[config.mk]
export PLATFORM = sky130hd
export DESIGN_NAME = board_icap_reader
export DESIGN_NICKNAME = d
export VERILOG_FILES = /design/src/rtl/board_icap_reader.sv
export SDC_FILE = /design/constraint.sdc
export NUM_CORES = 1
export LEC_CHECK = 0
export CORE_MARGIN = 2
export CORE_UTILIZATION = 43
export CTS_CLUSTER_SIZE = 14
export DETAILED_ROUTE_END_ITERATION = 8
export MAX_ROUTING_LAYER = met4
export PLACE_DENSITY = 0.8
export REMOVE_ABC_BUFFERS = 1
export SETUP_SLACK_MARGIN = 0.4
export SYNTH_ARGS = -nofsm -noshare
export SYNTH_HDL_FRONTEND = slang
export SYNTH_SLANG_ARGS = --single-unit
[constraint.sdc]
create_clock -name Clk -period 2.5 [get_ports Clk]
set_input_delay 0.5 -clock Clk [delete_from_list [all_inputs] [get_ports Clk]]
set_output_delay 0.5 -clock Clk [all_outputs]
set_load 0.02 [all_outputs]
[src/rtl/board_icap_reader.sv]
// rtl/board_icap_reader.sv - ICAPE2 configuration register readback engine
//
// Purpose: on a start request, drives the ICAPE2 pins through dummy/sync/
// read-command words, switches the port to read mode, captures one 32-bit
// configuration register, switches back to write mode and pulses done.
// Optional macro BOARD_ICAP_DESYNC_EN appends a DESYNC command sequence so the
// ICAP is released desynchronised.
//
// Ports:
//   Clk         system clock (also ICAPE2 CLK in the board wrapper)
//   Reset       synchronous, active-high
//   start       read request, sampled only while idle
//   reg_addr    configuration register address, latched at start
//   busy        sequence in progress
//   done        one-cycle pulse, data valid
//   data        captured register value (un-bitswapped)
//   icap_csib   ICAPE2 CSIB, active-low select
//   icap_rdwrb  ICAPE2 RDWRB, 0 = write, 1 = read
//   icap_i      ICAPE2 I, bitswapped write word
//   icap_o      ICAPE2 O, bitswapped read word

module board_icap_reader #(
  parameter int READ_WAIT = 4
) (
  input  logic        Clk,
  input  logic        Reset,
  input  logic        start,
  input  logic [4:0]  reg_addr,
  output logic        busy,
  output logic        done,
  output logic [31:0] data,
  output logic        icap_csib,
  output logic        icap_rdwrb,
  output logic [31:0] icap_i,
  input  logic [31:0] icap_o
);

  typedef enum logic [3:0] {
    S_IDLE,
    S_WRITE,
    S_SW_R1,
    S_SW_R2,
    S_READ,
    S_SW_W1,
    S_SW_W2,
    S_DESYNC,
    S_DONE
  } state_t;

  localparam logic [3:0] WRITE_LAST  = 4'd6;
  localparam logic [3:0] READ_LAST   = 4'(READ_WAIT - 1);
  localparam logic [3:0] DESYNC_LAST = 4'd3;

  state_t      state, state_n;
  logic [3:0]  cnt, cnt_n;
  logic [4:0]  addr_q, addr_n;
  logic        capture;
  logic        csib_n, rdwrb_n, busy_n, done_n;
  logic [31:0] icap_i_n;

  // ICAP data pins are bit-reversed within each byte; byte order is kept.
  function automatic logic [31:0] bitswap(input logic [31:0] w);
    logic [31:0] r;
    for (int i = 0; i < 32; i++) begin
      r[i] = w[i ^ 7];
    end
    return r;
  endfunction

  // Dummy, sync, two NOOPs, type-1 read of one word, two NOOPs.
  function automatic logic [31:0] write_word(input logic [3:0] idx, input logic [4:0] a);
    case (idx)
      4'd0:    return 32'hFFFF_FFFF;
      4'd1:    return 32'hAA99_5566;
      4'd4:    return 32'h2800_0001 | {14'd0, a, 13'd0};
      default: return 32'h2000_0000;
    endcase
  endfunction

  // Write CMD register with DESYNC code, then two NOOPs.
  function automatic logic [31:0] desync_word(input logic [3:0] idx);
    case (idx)
      4'd0:    return 32'h3000_8001;
      4'd1:    return 32'h0000_000D;
      default: return 32'h2000_0000;
    endcase
  endfunction

  // Next state. Outputs are then decoded from the next state so that every
  // output is a register aligned with the state it belongs to.
  always_comb begin
    state_n = state;
    cnt_n   = cnt;
    addr_n  = addr_q;
    capture = 1'b0;
    case (state)
      S_IDLE: begin
        if (start) begin
          state_n = S_WRITE;
          cnt_n   = 4'd0;
          addr_n  = reg_addr;
        end
      end
      S_WRITE: begin
        if (cnt == WRITE_LAST) begin
          state_n = S_SW_R1;
          cnt_n   = 4'd0;
        end else begin
          cnt_n = cnt + 4'd1;
        end
      end
      S_SW_R1: state_n = S_SW_R2;
      S_SW_R2: begin
        state_n = S_READ;
        cnt_n   = 4'd0;
      end
      S_READ: begin
        if (cnt == READ_LAST) begin
          capture = 1'b1;
          state_n = S_SW_W1;
          cnt_n   = 4'd0;
        end else begin
          cnt_n = cnt + 4'd1;
        end
      end
      S_SW_W1: state_n = S_SW_W2;
      S_SW_W2: begin
`ifdef BOARD_ICAP_DESYNC_EN
        state_n = S_DESYNC;
        cnt_n   = 4'd0;
`else
        state_n = S_DONE;
`endif
      end
      S_DESYNC: begin
        if (cnt == DESYNC_LAST) begin
          state_n = S_DONE;
          cnt_n   = 4'd0;
        end else begin
          cnt_n = cnt + 4'd1;
        end
      end
      S_DONE:  state_n = S_IDLE;
      default: state_n = S_IDLE;
    endcase
  end

  // RDWRB only ever changes in a state where CSIB is high (SW_* / DONE), so
  // the port direction is never switched while selected.
  always_comb begin
    csib_n   = 1'b1;
    rdwrb_n  = 1'b1;
    icap_i_n = 32'd0;
    busy_n   = (state_n != S_IDLE);
    done_n   = 1'b0;
    case (state_n)
      S_WRITE: begin
        csib_n   = 1'b0;
        rdwrb_n  = 1'b0;
        icap_i_n = bitswap(write_word(cnt_n, addr_n));
      end
      S_SW_R1: rdwrb_n = 1'b0;
      S_READ:  csib_n  = 1'b0;
      S_SW_W2: rdwrb_n = 1'b0;
      S_DESYNC: begin
        csib_n   = 1'b0;
        rdwrb_n  = 1'b0;
        icap_i_n = bitswap(desync_word(cnt_n));
      end
      S_DONE:  done_n = 1'b1;
      default: ;
    endcase
  end

  always_ff @(posedge Clk) begin
    if (Reset) begin
      state      <= S_IDLE;
      cnt        <= 4'd0;
      addr_q     <= 5'd0;
      icap_csib  <= 1'b1;
      icap_rdwrb <= 1'b1;
      icap_i     <= 32'd0;
      busy       <= 1'b0;
      done       <= 1'b0;
      data       <= 32'd0;
    end else begin
      state      <= state_n;
      cnt        <= cnt_n;
      addr_q     <= addr_n;
      icap_csib  <= csib_n;
      icap_rdwrb <= rdwrb_n;
      icap_i     <= icap_i_n;
      busy       <= busy_n;
      done       <= done_n;
      if (capture) begin
        data <= bitswap(icap_o);
      end
    end
  end

endmodule

==> run metrics, run 1 <==
run status finished, final reports clean; full die area 6830 µm²; cts bufs inserted 9; hold path cells 2; # IOs 108; most frequent standard cell in the layout excluding fill and tap cells sky130_fd_sc_hd__clkdlybuf4s50_1; combinational family with the most area after synthesis compound AO/OA/AOI/OAI gates; Max Clock Freq 490 MHz; post-CTS clock slew at the launch and capture registers of the worst setup and hold paths 70 ps; data arrival time of the worst path 2290 ps; top library cells by usage in the layout, fill and taps aside 107 x sky130_fd_sc_hd__clkdlybuf4s50_1, 73 x sky130_fd_sc_hd__nand2_1, 57 x sky130_fd_sc_hd__dfxtp_1; Slew HR 51.4%; Clk Latency, worst-skew pair 340 ps; effective utilization at floorplan 44.7%; start point of the worst min-delay path data[24]; hold worst-path end data[24]; Critical Path End Type flip-flop; Async SR Flop Fraction 0%; count of state elements after synthesis 62; worst clock skew 9.72 ps; final HPWL from detailed placement 4690 µm; wire length of the first global-routing pass 10,100 µm; Pre-antenna DRT Iters 4; all-layer global routing usage 20.4%; arithmetic-cell share of the synthesized area counting full adders, half adders and majority gates 0.941%; number of input and output port buffers inserted 107; routed wire length 6990 µm; power density cells 580 nW/µm²; Max IR drop VDD 0.000314 V; static leakage power 1.39 nW; cell type with the largest total area after synthesis sky130_fd_sc_hd__dfxtp_1; number of flops mapped to enable cells by yosys 0; summed instance area of the synthesized netlist 2660 µm²; dominant register cell in the synthesized netlist sky130_fd_sc_hd__dfxtp_1; RSZ-0062 raised after global routing false; Vias per Instance 5.17; share of layout cells above drive strength 1 13.2%; antenna diode count 0; Residual DRC 0; min Tclk post-route 2040 ps; area fraction in compound gates after synthesis 20.1%; xor and xnor fraction of the mapped netlist area 0.988%; number of placement rows 28; die height 82.7 µm; clock tree from TritonCTS yes; count of antenna-violating nets left after detailed routing 0; number of buffers inserted by hold repair at cts 0; Post-Synth Simple-Gate Area 19.8%; DRC marker count from the first detailed-route iteration 79; Syn Area/Cell 8.66 µm²; routability cong. 0.931; R2R depth 5; H-tree levels 3; final hold violation count 0; CP Max Fanout 10; initial antenna violation count 0; instance area after placement 3650 µm²; Area Growth Syn to Fin 49.1%; net count of the finished layout 442; top area cells in the synthesized netlist sky130_fd_sc_hd__dfxtp_1 47%, sky130_fd_sc_hd__nand2_1 10%, sky130_fd_sc_hd__a21oi_1 7.5%; Synthesis Warnings 0; worst setup path startpoint state[3]; final count of pins violating max slew 0; period utilization 81.6%; clock sinks 62; post-layout instance count excluding filler cells 478; count of max-cap constraint violations 0; startpoint type of the worst setup path flip-flop; largest buffer count on any clock path 2; sequential fraction of the synthesis area 46.7%; master cell of the clock root buffer sky130_fd_sc_hd__clkbuf_8; design area 3970 µm²; class of the tightest hold or removal check reg2reg; core outline area 5960 µm²; placed instance count 459; Setup CP Type reg2reg; detailed-route wire length per cell 14.6 µm; post-synthesis instance total 307; number of vias in the routed layout 2,472; Worst R2R Setup Slack 460 ps; fraction of synthesized cell area taken by the top area cell type 46.7%; post-synth cell types 52; global route overflow 0; maximum number of pins on one net before global-route repair 33; via count of the first global-routing pass 2,200; data required time of the critical path 2750 ps; setup-violating endpoint count in the final report 0; floorplan die width 82.7 µm; portion of netlist area occupied by mux cells 1.51%; Least-Margin Pin Slew 717 ps; terminus of the critical flop-to-flop path icap_i[4]; worst reg2reg path startpoint state[3]
[cells in the mapped netlist, drive strengths merged, types with 4 or more instances]
master and n:
inv 5, nand2 73, a2111oi 7, a21oi 41
clkbuf 12, buf 27, mux2i 4, nor2 17
a211oi 5, nand3 8, nor3 6, o21a 4
dfxtp 62
[cell families after synthesis]
kind of cell / after synthesis
compound gates: 74
xor+xnor: 3
fa+ha+maj: 2
buf+inv: 44
flops: 62
mux: 4
simple gates: 118
[worst max-delay path: stages (launching register included)]
cell and delay (ps):
sky130_fd_sc_hd__dfxtp_1 540, sky130_fd_sc_hd__nand2b_1 390, sky130_fd_sc_hd__nor3_4 110, sky130_fd_sc_hd__o31ai_1 400, sky130_fd_sc_hd__o211ai_1 260, sky130_fd_sc_hd__a211oi_1 260
[through the flow]
stage / hold WS [ps] / setup TNS [ps] / utilization (%) / setup WS, ps / power (mW)
global route: 470 / 0 / 66.6 / 364 / 2.39
finish: 454 / 0 / 66.6 / 459 / 2.30
CTS: 456 / 0 / 64.9 / 324 / 2.30
global placement: 441 / 0 / 61.2 / 45.0 / 1.45
detailed placement: 447 / -66.3 / 61.2 / -50.9 / 1.45
floorplan: 460 / 0 / - / 318 / 1.23
[how the worst max path moves through the flow]
stage               slack (ps)  cells after the start         end
finish                     460                      5   icap_i[4]
global route               360                      5   icap_i[4]
CTS                        320                      6   icap_i[8]
detailed placement         -50                      5  icap_i[10]
global placement            50                      5  icap_i[10]
floorplan                  320                      0  icap_i[11]
[flip-flops by register name (all words and copies together) (netlist names)]
| signal | flops |
|---|---|
| icap_rdwrb | 1 |
| state | 4 |
| busy | 1 |
| icap_csib | 1 |
| icap_i | 13 |
| addr_q | 5 |
| cnt | 4 |
| done | 1 |
| data | 32 |
[where the power goes]
| group | internal [mW] | switching [mW] |
|---|---|---|
| logic | 0.203 | 0.194 |
| clock network | 0.478 | 0.374 |
| registers | 1.02 | 0.0269 |
| total | 1.71 | 0.595 |
[repair_timing]
item	CTS	global route
endpoints found under the hold margin	0	0
pin swaps	1	7
resized for setup	4	17
setup buffers	1	4
endpoints found under the setup margin	13	14
[per-layer routing]
layer	global-route usage, %	vias up	routed length (µm)
met2	32.4	127	3150
met4	7.87	0	120
met1	22.6	1113	2850
met3	8.80	14	871
met5	-	-	0
li1	-	1218	-
[area by class of cell]
class                   instances  area [µm²]
repair buffers                121        1180
flip-flops and latches         62        1250
inverters                       5        18.8
clock buffers                  11         141
multi-input cells             201        1240
clock inverters                 3        46.3
well taps                      75        93.8
fillers                       477        1990
Power figures use the tool's default switching activity.
==> inputs of run 2 (changes only) <==
--- a/config.mk
+++ b/config.mk
@@ -6,11 +6,11 @@
 export NUM_CORES = 1
 export LEC_CHECK = 0
 export CORE_MARGIN = 2
-export CORE_UTILIZATION = 43
+export CORE_UTILIZATION = 39
 export CTS_CLUSTER_SIZE = 14
 export DETAILED_ROUTE_END_ITERATION = 8
 export MAX_ROUTING_LAYER = met4
-export PLACE_DENSITY = 0.8
+export PLACE_DENSITY = 0.76
 export REMOVE_ABC_BUFFERS = 1
 export SETUP_SLACK_MARGIN = 0.4
 export SYNTH_ARGS = -nofsm -noshare
==> constraint.sdc (replaced) <==
create_clock -name Clk -period 1.85 [get_ports Clk]
set_input_delay 0.37 -clock Clk [delete_from_list [all_inputs] [get_ports Clk]]
set_output_delay 0.37 -clock Clk [all_outputs]
set_load 0.02 [all_outputs]
==> run 2 against run 1 <==
Effect of this change: the run now ends with design-rule violations, negative setup slack left; clock skew up 1.6 ps; via count increased by 22%; register-to-register slack got worse by 640 ps; cell area rose by 36%; routed wire length is 55% higher; clock power increased by 49%; worst setup slack got worse by 640 ps; maximum frequency rose by 0.42%; sequential power rose by 35%; global-route usage grew 4.8 points; highest routed layer unchanged.
==> run metrics, run 2 (same netlist as run 1, synthesis figures left out) <==
run status complete, but fails checks; violations in the final reports design-rule violations, negative setup slack; largest incremental delay on the critical path 360 ps; clock tree from TritonCTS yes; DRC marker count from the first detailed-route iteration 154; post-CTS clock slew at the launch and capture registers of the worst setup and hold paths 70 ps; worst reg2reg path startpoint cnt[0]; top library cells by usage in the layout, fill and taps aside 55 x sky130_fd_sc_hd__dfxtp_1, 48 x sky130_fd_sc_hd__dlygate4sd2_1, 41 x sky130_fd_sc_hd__buf_4; antenna diode count 0; global route overflow 0; CP cell instances ha_4 -> nor3b_4 -> buf_4 -> nor3_4 -> buf_6 -> nor2_4 -> o2111ai_4 -> buf_6 -> a2111oi_2; worst clock skew 11.3 ps; terminus of the critical flop-to-flop path icap_i[8]; floorplan die width 86.6 µm; Worst R2R Setup Slack -180 ps; via count of the first global-routing pass 2,937; period utilization 110%; data required time of the critical path 2080 ps; post-layout worst setup margin -183 ps; number of buffers inserted by hold repair at cts 0; count of antenna-violating nets left after detailed routing 0; number of vias in the routed layout 3,008; area of combinational cells with multiple inputs 1850 µm²; Clk Latency, worst-skew pair 340 ps; initial antenna violation count 0; data arrival time of the worst path 2260 ps; Residual DRC 1; Filler Cell Count 353; power density cells 645 nW/µm²; start point of the worst min-delay path data[9]; clock sinks 62; Vias per Instance 5.40; final count of pins violating max slew 0; CP Max Fanout 5; Final Hold Slack 467 ps; number of placement rows 30; final hold violation count 0; H-tree levels 3; crit path max-delay cell type sky130_fd_sc_hd__dfxtp_2; Least-Margin Pin Slew 518 ps; biggest registers after layout data (32), icap_i (13), addr_q (5); R2R depth 9; dominant delay contributor by cell family on the critical path compound AO/OA/AOI/OAI gates; wire length of the first global-routing pass 14,200 µm; master cell of the clock root buffer sky130_fd_sc_hd__clkbuf_8; count of max-cap constraint violations 0; final HPWL from detailed placement 5170 µm; Setup CP Type reg2reg; footprint of the flip-flops and latches 1250 µm²; share of layout cells above drive strength 1 51.8%; Most common cell on crit path sky130_fd_sc_hd__buf_6; Area Growth Syn to Fin 102%; maximum number of pins on one net before global-route repair 33; static leakage power 2.29 nW; detailed-route wire length per cell 19.4 µm; effective utilization at floorplan 39.8%; full die area 7500 µm²; number of input and output port buffers inserted 107; Buf/Inv on CP 3; Slew HR 65.5%; Max Clock Freq 492 MHz; net count of the finished layout 515; all-layer global routing usage 25.2%; max reg flops 32; Most flops, register data; routed wire length 10,800 µm; hold worst-path end data[9]; Critical Path End Type flip-flop; startpoint type of the worst setup path flip-flop; # IOs 108; hold path cells 2; setup-violating endpoint count in the final report 34; RSZ-0062 raised after global routing true; class of the tightest hold or removal check reg2reg; die height 86.6 µm; largest buffer count on any clock path 2; Setup Total Neg Slack -2540 ps; most frequent standard cell in the layout excluding fill and tap cells sky130_fd_sc_hd__dfxtp_1; Pre-antenna DRT Iters 6; Max IR drop VDD 0.000393 V; core outline area 6680 µm²; routability cong. 0.879; min Tclk post-route 2030 ps; cts bufs inserted 9
-- run 2: cell count changes in the layout (fill, tap and decap cells not counted), sizes merged --
cell / delta
clkdlybuf4s50: -69
clkdlybuf4s15: +21
clkbuf: +2
dlygate4sd2: +48
o31a: +1
buf: +71
-- run 2: per-stage QoR --
stage          area, µm²  power [mW]  worst slack, ps  cells  utilization (%)
2_1_floorplan       2410        1.67             -202    268                -
3_3_place_gp        3940        2.01             -503    499             59.0
3_5_place_dp        3940        2.02             -555    499             59.0
4_1_cts             5010        3.37            -81.8    545             75.0
5_1_grt             5380        3.58             -251    557             80.5
6_report            5380        3.47             -183    557             80.5
-- run 2: how the worst max path moves through the flow --
stage / start / to / slack [ps] / depth (start not counted)
2_1_floorplan: icap_i[30] / icap_i[11] / -200 / 0
3_3_place_gp: start / icap_i[10] / -500 / 5
3_5_place_dp: start / icap_i[10] / -550 / 5
4_1_cts: cnt[1] / icap_i[8] / -80 / 8
5_1_grt: cnt[1] / icap_i[8] / -250 / 9
6_report: cnt[0] / icap_i[8] / -180 / 9
-- run 2: area by class of cell --
cell class	instances	share of cell area, %
multi-input cells	202	34.3
clock inverters	3	0.791
well taps	80	1.86
clock buffers	12	3.07
repair buffers	193	36.2
flip-flops and latches	62	23.3
inverters	5	0.395
-- run 2: power by group --
group / switching (mW) / total (mW) / leakage (nW) / internal [mW]
Combinational: 0.379 / 0.779 / 1.68 / 0.401
Sequential: 0.0360 / 1.42 / 0.508 / 1.38
Clock: 0.548 / 1.27 / 0.104 / 0.723
Total: 0.962 / 3.47 / 2.29 / 2.51
-- run 2: routing by layer --
metal  track usage [%]  routed length, µm  part of all wire [%]  vias up
li1                  -                  -                     -     1380
met3              4.95                644                   6.0       36
met2              45.8               5710                    53      143
met4              10.4                408                   3.8        0
met1              26.4               4060                    38     1449
met5                 -                  0                     0        -
-- run 2: worst min-delay path: stages (launching register included) --
cell and delay [ps]:
sky130_fd_sc_hd__dfxtp_1 310, sky130_fd_sc_hd__nand2_1 70, sky130_fd_sc_hd__a21oi_2 50
-- run 2: timing repair --
item,in CTS,in global routing
setup endpoints to repair,130,80
buffers inserted,28,11
hold endpoints to repair,0,0
gates cloned,3,1
resized for setup,262,54
pin swaps,43,34
==> inputs of run 3 (changes only) <==
--- a/config.mk
+++ b/config.mk
@@ -5,12 +5,14 @@
 export SDC_FILE = /design/constraint.sdc
 export NUM_CORES = 1
 export LEC_CHECK = 0
-export CORE_MARGIN = 2
-export CORE_UTILIZATION = 39
+export CELL_PAD_IN_SITES_DETAIL_PLACEMENT = 1
+export CELL_PAD_IN_SITES_GLOBAL_PLACEMENT = 1
+export CORE_MARGIN = 4
+export CORE_UTILIZATION = 28
 export CTS_CLUSTER_SIZE = 14
 export DETAILED_ROUTE_END_ITERATION = 8
 export MAX_ROUTING_LAYER = met4
-export PLACE_DENSITY = 0.76
+export PLACE_DENSITY_LB_ADDON = 0.1
 export REMOVE_ABC_BUFFERS = 1
 export SETUP_SLACK_MARGIN = 0.4
 export SYNTH_ARGS = -nofsm -noshare
==> run 3 against run 2 <==
Effect of this change: cell count is 7.5% higher; clock power is 13% lower; largest power group unchanged; cell area is 0.44% lower; the run ends with negative setup slack left; critical endpoint is now icap_i[5].
==> run metrics, run 3 (same netlist as run 1, synthesis figures left out) <==
all-layer global routing usage 19.1%; initial antenna violation count 0; Setup CP Type reg2reg; via count of the first global-routing pass 3,172; antenna diode count 0; post-layout worst setup margin -137 ps; top library cells by usage in the layout, fill and taps aside 54 x sky130_fd_sc_hd__dfxtp_1, 47 x sky130_fd_sc_hd__dlygate4sd2_1, 43 x sky130_fd_sc_hd__buf_4; clock tree from TritonCTS yes; Pre-antenna DRT Iters 4; Vias per Instance 4.82; Clk Latency, worst-skew pair 340 ps; final HPWL from detailed placement 6110 µm; Slew HR 69.3%; biggest registers after layout data (32), icap_i (13), addr_q (5); Max Clock Freq 503 MHz; RSZ-0062 raised after global routing true; routed wire length 10,700 µm; worst clock skew 8.89 ps; full die area 11,100 µm²; number of input and output port buffers inserted 107; number of vias in the routed layout 2,888; DRC marker count from the first detailed-route iteration 96; data required time of the critical path 2100 ps; Residual DRC 0; max reg flops 32; period utilization 107%; run status complete, but fails checks; clock sinks 62; number of buffers inserted by hold repair at cts 0; floorplan die width 105 µm; Critical Path End Type flip-flop; count of max-cap constraint violations 0; fraction of the core area covered by cells at the end of the flow 58.0%; wire length of the first global-routing pass 16,400 µm; startpoint type of the worst setup path flip-flop; power density cells 616 nW/µm²; min Tclk post-route 1990 ps; die height 105 µm; Most flops, register data; core outline area 9240 µm²; effective utilization at floorplan 28.8%; cts bufs inserted 9; worst slack after detailed placement -605 ps; setup-violating endpoint count in the final report 15; Max IR drop VDD 0.000357 V; most frequent standard cell in the layout excluding fill and tap cells sky130_fd_sc_hd__dfxtp_1; net count of the finished layout 507; total power after layout 3.30 mW; class of the tightest hold or removal check in2reg; global route overflow 0; count of antenna-violating nets left after detailed routing 0; CP Max Fanout 5; share of layout cells above drive strength 1 51.7%; H-tree levels 3; largest buffer count on any clock path 2; # IOs 108; Final Hold Slack 319 ps; Least-Margin Pin Slew 461 ps; design area 5360 µm²; hold path cells 2; routability cong. 0.838; instance area after placement 4020 µm²; post-CTS clock slew at the launch and capture registers of the worst setup and hold paths 80 ps; master cell of the clock root buffer sky130_fd_sc_hd__clkbuf_8; final count of pins violating max slew 0; violations in the final reports negative setup slack; Area Growth Syn to Fin 101%; final hold violation count 0; data arrival time of the worst path 2240 ps; R2R depth 10; maximum number of pins on one net before global-route repair 33; detailed-route wire length per cell 17.9 µm; static leakage power 2.26 nW; number of placement rows 35
[run 3: final timing paths]
check | startpoint | slack, ps | end
hold reg to reg | data[0] | 450 | data[0]
setup reg to reg | cnt[0] | -140 | icap_i[5]
setup / recovery | cnt[0] | -140 | icap_i[5]
hold / removal | Reset | 320 | busy
[run 3: through the flow]
stage          cells  setup TNS, ps
2_1_floorplan    268          -4190
5_1_grt          599          -2660
3_5_place_dp     551          -6340
4_1_cts          588           -887
6_report         599          -1110
3_3_place_gp     551          -5690
[run 3: cell type report]
cell class	count	area [µm²]
Sequential cell	62	1250
Tap cell	129	161
Multi-Input combinational cell	202	1900
Clock buffer	11	141
Fill cell	981	3880
Inverter	5	21.3
Timing Repair Buffer	185	1840
Clock inverter	5	33.8
[run 3: routing by layer]
metal	share of wire (%)	up-vias	wire length, µm	track usage [%]
met5	0	-	0	-
met4	1.7	0	184	8.34
met3	3.7	16	399	3.86
met2	52	93	5550	31.8
met1	43	1429	4620	22.4
li1	-	1350	-	-
[run 3: where the power goes]
| part | switching, mW | total, mW | internal (mW) |
|---|---|---|---|
| Combinational | 0.390 | 0.787 | 0.397 |
| Sequential | 0.0334 | 1.42 | 1.38 |
| Clock | 0.572 | 1.10 | 0.523 |
| Total | 0.996 | 3.30 | 2.30 |
[run 3: what timing repair did]
item / in CTS / in global routing
cloned: 3 / 1
buffers inserted: 18 / 10
resized for setup: 262 / 53
endpoints found under the setup margin: 129 / 84
pin swaps: 25 / 24
[run 3: worst max-delay path, stage by stage (launching register included)]
cell and delay, ps:
sky130_fd_sc_hd__dfxtp_2 340, sky130_fd_sc_hd__buf_6 120, sky130_fd_sc_hd__inv_4 50, sky130_fd_sc_hd__ha_4 120, sky130_fd_sc_hd__nand3b_1 140, sky130_fd_sc_hd__and3_4 230, sky130_fd_sc_hd__o21ai_4 200, sky130_fd_sc_hd__o2111ai_4 180
sky130_fd_sc_hd__buf_6 200, sky130_fd_sc_hd__buf_6 120, sky130_fd_sc_hd__a211oi_2 190
